===== src/rtl/wbwalk_sched.sv =====
// rtl/wbwalk_sched.sv - Wishbone master that schedules walker runs from a timer and user requests.
// Single-write transactions with stall hold, ack timeout and sticky error status.
module wbwalk_sched #(
  parameter int unsigned CLOCK_DIV = 1000000,
  parameter int unsigned TIMEOUT   = 31
) (
  input  logic       i_clk,
  input  logic       i_reset,
  input  logic       i_en,
  input  logic       i_req,
  input  logic       i_clr_err,
  output logic       o_cyc,
  output logic       o_stb,
  output logic       o_we,
  output logic       o_addr,
  output logic [5:0] o_data,
  input  logic       i_stall,
  input  logic       i_ack,
  output logic       o_busy,
  output logic       o_err,
  output logic [7:0] o_count
);

  typedef enum logic [1:0] {IDLE, WR_REQ, WR_ACK} state_t;

  localparam logic [23:0] TMR_LAST = 24'(CLOCK_DIV - 1);
  localparam logic [7:0]  TMO_LAST = 8'(TIMEOUT - 1);

  state_t      state_q, state_d;
  logic [23:0] tmr_q, tmr_d;
  logic [7:0]  tmo_q, tmo_d;
  logic        pend_usr_q, pend_usr_d;
  logic        pend_tmr_q, pend_tmr_d;
  logic        cyc_q, cyc_d;
  logic        stb_q, stb_d;
  logic [5:0]  data_q, data_d;
  logic        err_q, err_d;
  logic [7:0]  count_q, count_d;

  logic tmr_wrap;
  logic launch_usr;
  logic launch_tmr;
  logic abort;

  always_ff @(posedge i_clk or posedge i_reset) begin
    if (i_reset) begin
      state_q    <= IDLE;
      tmr_q      <= '0;
      tmo_q      <= '0;
      pend_usr_q <= 1'b0;
      pend_tmr_q <= 1'b0;
      cyc_q      <= 1'b0;
      stb_q      <= 1'b0;
      data_q     <= '0;
      err_q      <= 1'b0;
      count_q    <= '0;
    end else begin
      state_q    <= state_d;
      tmr_q      <= tmr_d;
      tmo_q      <= tmo_d;
      pend_usr_q <= pend_usr_d;
      pend_tmr_q <= pend_tmr_d;
      cyc_q      <= cyc_d;
      stb_q      <= stb_d;
      data_q     <= data_d;
      err_q      <= err_d;
      count_q    <= count_d;
    end
  end

  always_comb begin
    state_d    = state_q;
    tmo_d      = tmo_q;
    data_d     = data_q;
    count_d    = count_q;
    launch_usr = 1'b0;
    launch_tmr = 1'b0;
    abort      = 1'b0;

    tmr_wrap = i_en && (tmr_q == TMR_LAST);
    if (!i_en || tmr_wrap) begin
      tmr_d = '0;
    end else begin
      tmr_d = tmr_q + 24'd1;
    end

    case (state_q)
      IDLE: begin
        data_d = '0;
        if (pend_usr_q) begin
          launch_usr = 1'b1;
          state_d    = WR_REQ;
          data_d     = 6'h02;
          tmo_d      = '0;
        end else if (pend_tmr_q) begin
          launch_tmr = 1'b1;
          state_d    = WR_REQ;
          data_d     = 6'h01;
          tmo_d      = '0;
        end
      end
      WR_REQ: begin
        tmo_d = tmo_q + 8'd1;
        // A completing edge beats the timeout; an accept without ack does not.
        if (!i_stall && i_ack) begin
          state_d = IDLE;
          data_d  = '0;
          count_d = count_q + 8'd1;
        end else if (tmo_q == TMO_LAST) begin
          abort = 1'b1;
        end else if (!i_stall) begin
          state_d = WR_ACK;
        end
      end
      WR_ACK: begin
        tmo_d = tmo_q + 8'd1;
        if (i_ack) begin
          state_d = IDLE;
          data_d  = '0;
          count_d = count_q + 8'd1;
        end else if (tmo_q == TMO_LAST) begin
          abort = 1'b1;
        end
      end
      default: begin
        state_d = IDLE;
        data_d  = '0;
      end
    endcase

    if (abort) begin
      state_d = IDLE;
      data_d  = '0;
    end

    pend_usr_d = i_req    | (pend_usr_q & ~launch_usr);
    pend_tmr_d = tmr_wrap | (pend_tmr_q & ~launch_tmr);
    err_d      = abort ? 1'b1 : (i_clr_err ? 1'b0 : err_q);
    cyc_d      = (state_d != IDLE);
    stb_d      = (state_d == WR_REQ);
  end

  assign o_cyc   = cyc_q;
  assign o_stb   = stb_q;
  assign o_we    = stb_q;
  assign o_addr  = 1'b0;
  assign o_data  = data_q;
  assign o_busy  = cyc_q;
  assign o_err   = err_q;
  assign o_count = count_q;

endmodule


===== config.mk =====
export PLATFORM = sky130hd
export DESIGN_NAME = wbwalk_sched
export DESIGN_NICKNAME = d
export VERILOG_FILES = /design/src/rtl/wbwalk_sched.sv
export SDC_FILE = /design/constraint.sdc
export NUM_CORES = 1
export LEC_CHECK = 0
export CORE_UTILIZATION = 51
export DETAILED_ROUTE_END_ITERATION = 7
export PLACE_DENSITY = 0.76
export SETUP_SLACK_MARGIN = 0.02
export SLEW_MARGIN = 20
export SYNTH_ARGS = -nofsm -noshare
export SYNTH_HDL_FRONTEND = slang
export SYNTH_SLANG_ARGS = --single-unit

===== constraint.sdc =====
create_clock -name i_clk -period 1.85 [get_ports i_clk]
set_clock_uncertainty 0.2 [all_clocks]
set_input_delay 0.185 -clock i_clk [delete_from_list [all_inputs] [get_ports i_clk]]
set_output_delay 0.185 -clock i_clk [all_outputs]
set_load 0.005 [all_outputs]

==> metrics.txt, run 1 <==
Final HPWL DP=3640 microns; data required time of the worst path=1.89 ns; Crit Path Class=reg -> reg; crit path capture type=flop; maximum clock frequency=0.533 GHz; Critical Path Source Type=flop; Synth area leaders=dfrtp_1, xor2_1, xnor2_1; Clk pin slew, worst setup/hold paths=0.10 ns; clk_lat worst skew=0.31 ns; RR Endpoint=tmo_q[7]; vias per cell=5.34; full die area=5410 sq um; Yosys warning count=0; CP Data Arrival Time=1.92 ns; Hold Slack=0.0212 ns; initial antenna violation count=0; routability congestion estimate=0.885; Distinct cells, synth=42; first drt pass iteration count=4; Yosys top cell area share=46.9%; antenna cells=0; first-pass GRT wire length=8890 microns; Tmin final=1.87 ns; DR WL/cell=13.4 microns; Starting Density=54.2%; outcome=finished, violations left; Reg2Reg Launch Point=state_q[0]; Mapped Cells=256; worst setup margin=-0.0248 ns; unrepaired setup endpoints after global routing=yes; Die W=73.6 microns; H-tree depth=2; Yosys top cell by area=dfrtp_1; Num CTS Buffers=5; cell leakage power=1.43 nW; average size of a mapped cell=10.2 sq um; most numerous cell in the Yosys netlist=dfrtp_1; final wirelength=5140 microns; layout cells sized above 1=30.3%; ys flop type=dfrtp_1; Nets=331; sequential cell area=1230 sq um; vias in the first global route=1992; reg2reg setup slack=-0.02 ns; DRT antenna net count=0; clk buf depth=2; core area=4820 sq um; # IOs=27; final hold vios=0; VDD IR max=0.928 mV; Worst Reg-to-Reg Cells=6; Post-synth ARST share=100%; fill cell count=384; failing checks=setup timing; Synth Register Bits=49; initial drt markers=101; # port buffers=21; maxcap violations=0; largest net degree at the start of global routing=50; Final setup viols=1; Root Driver=clkbuf_8; Area Growth Syn to Fin=29.2%; CTS tree=built; Slew Viols, Final=0; area of the multi-input gates=1390 sq um; height of the die=73.6 microns; Worst Path Max Fanout=4; Overflow after GRT=0; critical path startpoint=state_q[0]; fin crit share=101%; FP Rows=25; Cell Pwr Density=980 nW/um^2; clock sinks=49; DR vias=2050; Worst Hold Class=in -> async; top post-synthesis cells by count=dfrtp_1, nand2_1, nor2_2, o21ai_0; area of the mapped netlist=2610 sq um; number of flops mapped to enable cells by yosys=0; drt drc=0; Total GRT Usage=21.8%; register area share after synthesis=46.9%; final core utilization=70.1%
==> through the flow <==
| stage | instances | setup WS, ns | instance area [sq um] | power [mW] | setup TNS (ns) |
|---|---|---|---|---|---|
| finish | 384 | -0.0248 | 3380 | 3.31 | -0.0248 |
| global route | 384 | -0.125 | 3380 | 3.52 | -2.51 |
| CTS | 382 | -0.0268 | 3290 | 3.24 | -0.261 |
| detailed placement | 370 | -0.0410 | 3130 | 2.52 | -0.185 |
| global placement | 370 | -0.0119 | 3130 | 2.51 | -0.0290 |
| floorplan | 260 | -0.0322 | 2650 | 1.98 | -0.0322 |
==> kinds of logic (layout without fill, tap and decap cells) <==
group	Yosys count	after routing	synth area share, %
AOI/OAI and AO/OA	39	39	10.3
xor gates and xnor gates	26	26	8.72
and+or+nand+nor	108	108	24.5
other	1	5	0.144
DFF	49	49	46.9
adders and majority gates	8	8	3.83
buffers and inverters	24	81	5.12
muxes	1	1	0.431
==> worst max-delay path, cell delays in order, from the launching register on <==
cell     delay, ns
dfrtp_1       0.40
inv_2         0.07
ha_4          0.17
nor3b_4       0.15
or3_1         0.37
or3_1         0.33
a21oi_2       0.12
==> power breakdown <==
| part | switching (mW) | internal (mW) | leakage (nW) |
|---|---|---|---|
| clock network | 0.394 | 0.282 | 0.0511 |
| logic | 0.593 | 0.694 | 0.718 |
| registers | 0.136 | 1.21 | 0.656 |
==> cell type report <==
class / instances / area share, %
Multi-Input combinational cell: 187 / 41.2
Sequential cell: 49 / 36.3
Timing Repair Buffer: 61 / 15.6
Tap cell: 67 / 2.48
Clock buffer: 5 / 2.04
Inverter: 12 / 1.33
Clock inverter: 3 / 1.00
==> flip-flops by register name (all words and copies together) (netlist names) <==
register / flops
o_count: 8
pend_tmr_q: 1
pend_usr_q: 1
tmo_q: 8
o_err: 1
state_q: 2
o_busy: 1
tmr_q: 24
o_stb: 1
o_data: 2
==> metal layers <==
layer	track usage (%)	vias up	share of wire, %
li1	-	1010	-
met1	28.3	988	47
met2	35.2	41	47
met3	4.39	11	3.4
met4	9.83	0	2.4
met5	0	-	0
==> how the worst max path moves through the flow <==
stage / endpoint / slack [ns] / cells after the start
5_1_grt: tmr_q[13] / -0.13 / 6
6_report: tmo_q[7] / -0.02 / 6
3_3_place_gp: o_stb / -0.01 / 7
3_5_place_dp: tmo_q[7] / -0.04 / 6
2_1_floorplan: tmo_q[7] / -0.03 / 6
4_1_cts: tmo_q[7] / -0.03 / 6
==> timing repair <==
| item | CTS | global route |
|---|---|---|
| buffers inserted | 3 | 2 |
| gates cloned | 1 | 0 |
| hold buffers | 0 | 0 |
| setup endpoints to repair | 29 | 38 |
| gates resized for setup | 9 | 14 |
| pin swaps | 6 | 10 |
==> cell usage in the layout, fill, tap and decap left out, types with 3 or more instances in the layout <==
cell type,count
dfrtp_1,49
o21ai_0,13
nand2b_1,4
buf_4,38
conb_1,5
nand3_1,11
clkdlybuf4s50_1,21
a21oi_2,6
nand4_1,14
xor2_1,14
inv_1,9
or3_1,10
and4_1,4
ha_1,5
inv_2,3
xnor2_1,12
nor2_2,18
nor2_1,10
a21oi_1,5
nor4b_2,3
nand2_1,15
clkbuf_8,5
No activity file was read; power rests on OpenSTA's default activity.
==> run 2: changes to the inputs <==
--- a/config.mk
+++ b/config.mk
@@ -5,9 +5,9 @@
 export SDC_FILE = /design/constraint.sdc
 export NUM_CORES = 1
 export LEC_CHECK = 0
-export CORE_UTILIZATION = 51
+export CORE_UTILIZATION = 56
 export DETAILED_ROUTE_END_ITERATION = 7
-export PLACE_DENSITY = 0.76
+export PLACE_DENSITY = 0.79
 export SETUP_SLACK_MARGIN = 0.02
 export SLEW_MARGIN = 20
 export SYNTH_ARGS = -nofsm -noshare
==> constraint.sdc (replaced) <==
create_clock -name i_clk -period 2.12 [get_ports i_clk]
set_clock_uncertainty 0.2 [all_clocks]
set_input_delay 0.212 -clock i_clk [delete_from_list [all_inputs] [get_ports i_clk]]
set_output_delay 0.212 -clock i_clk [all_outputs]
set_load 0.005 [all_outputs]
==> run 2 against run 1 <==
  * The flow now finishes without violations
  * Non-clock buffer count shrank 26
  * Sequential share of layout area rose by 3.8 points
  * Clock-buffer cell count is 2 higher
  * Sequential power is 13% lower
  * Flip-flop and latch count stayed put
  * Via count decreased by 4.6%
  * Fmax decreased by 7.0%
  * Power down 19%
  * Critical endpoint is now o_count[7]
==> metrics.txt, run 2 (synthesized netlist as in run 1, its figures left out) <==
sw frac=31.8%; # IOs=27; antenna cells=0; Final HPWL DP=3430 microns; core area=4410 sq um; Cell Pwr Density=878 nW/um^2; height of the die=70.3 microns; Nets=305; Worst Path Max Fanout=5; vias per cell=5.70; maximum clock frequency=0.496 GHz; hold bufs inserted after CTS=0; first drt pass iteration count=4; Num CTS Buffers=5; final core utilization=69.2%; Clk pin slew, worst setup/hold paths=0.09 ns; Starting Density=59.2%; Slew Viols, Final=0; CP Data Arrival Time=2.04 ns; commonest non-fill, non-tap cell in the layout=dfrtp_1; Final TNS setup=0 ns; fill cell count=329; Crit Path Class=reg -> reg; Total GRT Usage=21.8%; fin crit share=95.1%; FP Rows=24; largest net degree at the start of global routing=50; final wirelength=4830 microns; combinational share of power=33.3%; CTS tree=built; drt drc=0; DR WL/cell=14.1 microns; Tmin final=2.02 ns; initial drt markers=96; maxcap violations=0; layout cells sized above 1=17.9%; Biggest register=tmr_q; DRT antenna net count=0; # port buffers=21; Critical Path Source Type=flop; DR vias=1955; Worst Hold Class=in -> async; final hold vios=0; crit path capture type=flop; Flop pwr share=44.1%; routability congestion estimate=0.914; vias in the first global route=1846; NetSw=0.853 mW; internal power=1.83 mW; clk_lat worst skew=0.30 ns; full die area=4940 sq um; Area Growth Syn to Fin=17.0%; Final setup viols=0; Overflow after GRT=0; data required time of the worst path=2.14 ns; cell leakage power=1.28 nW; Die W=70.3 microns; max FFs per register=24; clock network fraction of total power=22.6%; clk buf depth=2; most frequent cells in the layout=dfrtp_1, clkdlybuf4s50_1, nand2_1, o21ai_0, nor2_2; first-pass GRT wire length=8470 microns; clock sinks=49; VDD IR max=0.744 mV; unrepaired setup endpoints after global routing=no; H-tree depth=2; outcome=completed; initial antenna violation count=0; Root Driver=clkbuf_8
run 2: changes by cell type in the layout (fill, tap and decap cells not counted), moves of 2 or more:
cell / change
buf_4: -26
nor2_1: +3
nor2_2: -3
nor4b_1: +3
clkbuf_8: +2
clkinv_4: -2
inv_1: +2
inv_2: -2
nor4_1: +2
nor4b_4: -2
o21ai_0: +2
o21ai_1: -2
run 2: per-stage QoR:
stage | std cells | hold WS, ns | setup slack, ns | total power, mW | instance area, sq um
4_1_cts | 341 | 0.0665 | 0.0236 | 2.65 | 3020
6_report | 343 | 0.0568 | 0.104 | 2.68 | 3060
2_1_floorplan | 260 | 0.104 | 0.103 | 1.68 | 2630
5_1_grt | 343 | 0.0760 | 0.0212 | 2.86 | 3060
3_3_place_gp | 333 | 0.262 | 0.120 | 2.01 | 2920
3_5_place_dp | 333 | 0.277 | 0.0424 | 2.04 | 2920
run 2: power groups by stage:
stage	clock (mW)	sequential, mW	combinational, mW
global route	0.651	1.20	1.01
CTS	0.619	1.18	0.850
finish	0.607	1.18	0.894
detailed placement	0	1.20	0.846
floorplan	0	1.18	0.493
global placement	0	1.19	0.814
run 2: final timing paths:
check / cells past startpoint / to / slack [ns] / startpoint
min in group i_clk: 2 / o_err / 0.28 / i_clr_err
max in group asynchronous: 3 / tmo_q[1] / 1.44 / i_reset
setup reg to reg: 6 / o_count[7] / 0.10 / state_q[1]
hold / removal: 3 / tmr_q[0] / 0.06 / i_reset
hold reg to reg: 1 / o_count[7] / 0.29 / o_count[7]
setup / recovery: 6 / o_count[7] / 0.10 / state_q[1]
run 2: what timing repair did:
| action | CTS | global route |
|---|---|---|
| buffers inserted | 0 | 1 |
| cloned | 0 | 1 |
| resized for setup | 1 | 6 |
| endpoints found under the setup margin | 3 | 26 |
| pin swaps | 0 | 2 |
run 2: area by class of cell:
type                            instances  area, sq um  area share (%)
Clock buffer                            7         96.3            3.15
Timing Repair Buffer                   35          332            10.8
Multi-Input combinational cell        187         1290            42.1
Inverter                               12         45.0            1.47
Tap cell                               52         65.1            2.13
Clock inverter                          1         5.00           0.164
Sequential cell                        49         1230            40.1
run 2: worst max-delay path, cell delays in order (launching register included):
cell and delay, ns:
dfrtp_1 0.41, inv_1 0.10, ha_2 0.21, nand2b_1 0.16, a2111o_1 0.47, nor3_2 0.21
xor2_1 0.17
run 2: routing by layer:
metal	vias to the layer above	part of all wire, %	GRT usage, %
li1	961	-	-
met1	943	50	30.8
met2	43	46	32.5
met3	8	2.7	3.61
met4	0	1.8	10.7
met5	-	0	0
==> run 3: changes to the inputs <==
--- a/config.mk
+++ b/config.mk
@@ -5,9 +5,8 @@
 export SDC_FILE = /design/constraint.sdc
 export NUM_CORES = 1
 export LEC_CHECK = 0
-export CORE_UTILIZATION = 56
+export CORE_UTILIZATION = 30
 export DETAILED_ROUTE_END_ITERATION = 7
-export PLACE_DENSITY = 0.79
 export SETUP_SLACK_MARGIN = 0.02
 export SLEW_MARGIN = 20
 export SYNTH_ARGS = -nofsm -noshare
==> run 3 against run 2 <==
  * The run now ends with hold timing left
  * Global-route usage down 9.4 points
  * Core utilization down 32 points
  * Critical path depth unchanged
  * Combinational power down 4.8%
  * Critical endpoint is now tmo_q[7]
  * Largest cell class unchanged
  * Largest power group unchanged
==> metrics.txt, run 3 (synthesized netlist as in run 1, its figures left out) <==
outcome=finished, violations left; failing checks=hold timing; FP Rows=33; Overflow after GRT=0; Root Driver=clkbuf_8; vias in the first global route=1843; fin crit share=96.2%; vias per cell=4.85; GR Util met2=19.9%; first drt pass iteration count=4; hold bufs inserted after CTS=0; Crit Path Class=reg -> reg; max FFs per register=24; commonest non-fill, non-tap cell in the layout=dfrtp_1; Cell Pwr Density=869 nW/um^2; clk_lat worst skew=0.31 ns; maxcap violations=0; DR vias=1922; Final TNS setup=0 ns; Num CTS Buffers=5; Cell Count Post-Placement=387; Final HPWL DP=3680 microns; Total GRT Usage=12.4%; largest net degree at the start of global routing=34; Tmin final=2.04 ns; met1 usage=16.1%; crit path max-delay cell type=dfrtp_1; height of the die=95.3 microns; first-pass GRT wire length=8680 microns; drt drc=0; # port buffers=21; Critical Path Source Type=flop; full die area=9090 sq um; # IOs=27; met3 GRT Util=2.39%; crit path capture type=flop; initial antenna violation count=0; CP max stage delay=0.41 ns; data required time of the worst path=2.16 ns; final core utilization=37.5%; Hold Slack=-0.00402 ns; antenna cells=0; CP Data Arrival Time=2.08 ns; Slew Viols, Final=0; DR WL/cell=12.7 microns; maximum clock frequency=0.490 GHz; core area=8340 sq um; VDD IR max=0.447 mV; cell leakage power=1.28 nW; initial drt markers=46; global routing's busiest layer=met2; clock sinks=49; Biggest register=tmr_q; DRT antenna net count=0; Final setup viols=0; Worst Hold Class=in -> async; routability congestion estimate=0.758; most frequent cells in the layout=dfrtp_1, clkdlybuf4s50_1, nand2_1, o21ai_0, nor2_2; CTS tree=built; Most common cell on crit path=or3_1; Starting Density=31.3%; crit path cell chain=inv_1, ha_2, nor2_1, or3_1, or3_1, a21oi_1; H-tree depth=2; Area Growth Syn to Fin=19.8%; layout cells sized above 1=17.9%; Nets=305; Die W=95.3 microns; Tot Pwr=2.72 mW; unrepaired setup endpoints after global routing=yes; Worst Path Max Fanout=4; clk buf depth=2; Non-Filler Instances=396; final hold vios=10; final wirelength=5040 microns; Clk pin slew, worst setup/hold paths=0.09 ns
run 3: layout make-up:
class,instances,area [sq um]
fillers,824,5210
multi-input cells,187,1280
flip-flops and latches,49,1230
repair buffers,35,332
well taps,105,131
clock buffers,5,68.8
clock inverters,3,46.3
inverters,12,45.0
run 3: critical path: cells and delay by family (launching register included):
family / cells / cell delay, ns
AO/OA/AOI/OAI: 1 / 0.14
buffers and inverters: 1 / 0.09
flip-flops: 1 / 0.41
adder cells (fa/ha/maj): 1 / 0.37
AND/OR/NAND/NOR: 3 / 0.76
run 3: where the power goes:
part	switching [mW]	internal, mW	leakage (nW)
clock network	0.335	0.353	0.0543
logic	0.404	0.447	0.569
registers	0.126	1.06	0.656
total	0.865	1.86	1.28
run 3: stage by stage:
step | cell area (sq um) | setup slack (ns) | hold WS, ns
floorplan | 2630 | 0.103 | 0.104
global placement | 2990 | 0.128 | 0.258
detailed placement | 2990 | 0.0670 | 0.262
CTS | 3110 | 0.0485 | 0.00158
global route | 3130 | -0.00522 | 0.0200
finish | 3130 | 0.0807 | -0.00402
run 3: worst paths after layout:
path / start / to / slack, ns / cells past startpoint
max: state_q[1] / tmo_q[7] / 0.08 / 6
min: i_reset / o_count[6] / -0.004 / 2
max reg2reg: state_q[1] / tmo_q[7] / 0.08 / 6
min reg2reg: o_count[7] / o_count[7] / 0.27 / 1
max in group asynchronous: i_reset / tmo_q[0] / 1.22 / 3
min in group i_clk: o_count[7] / o_count[7] / 0.27 / 1
run 3: per-layer routing:
metal / part of all wire, % / vias to the layer above
met1: 49 / 935
met4: 1.9 / 0
met5: 0 / -
li1: - / 956
met2: 46 / 23
met3: 2.8 / 8
run 3: repair_timing:
action | in CTS | in global routing
setup endpoints to repair | 0 | 16
setup buffers | 0 | 1
resized for setup | 0 | 4
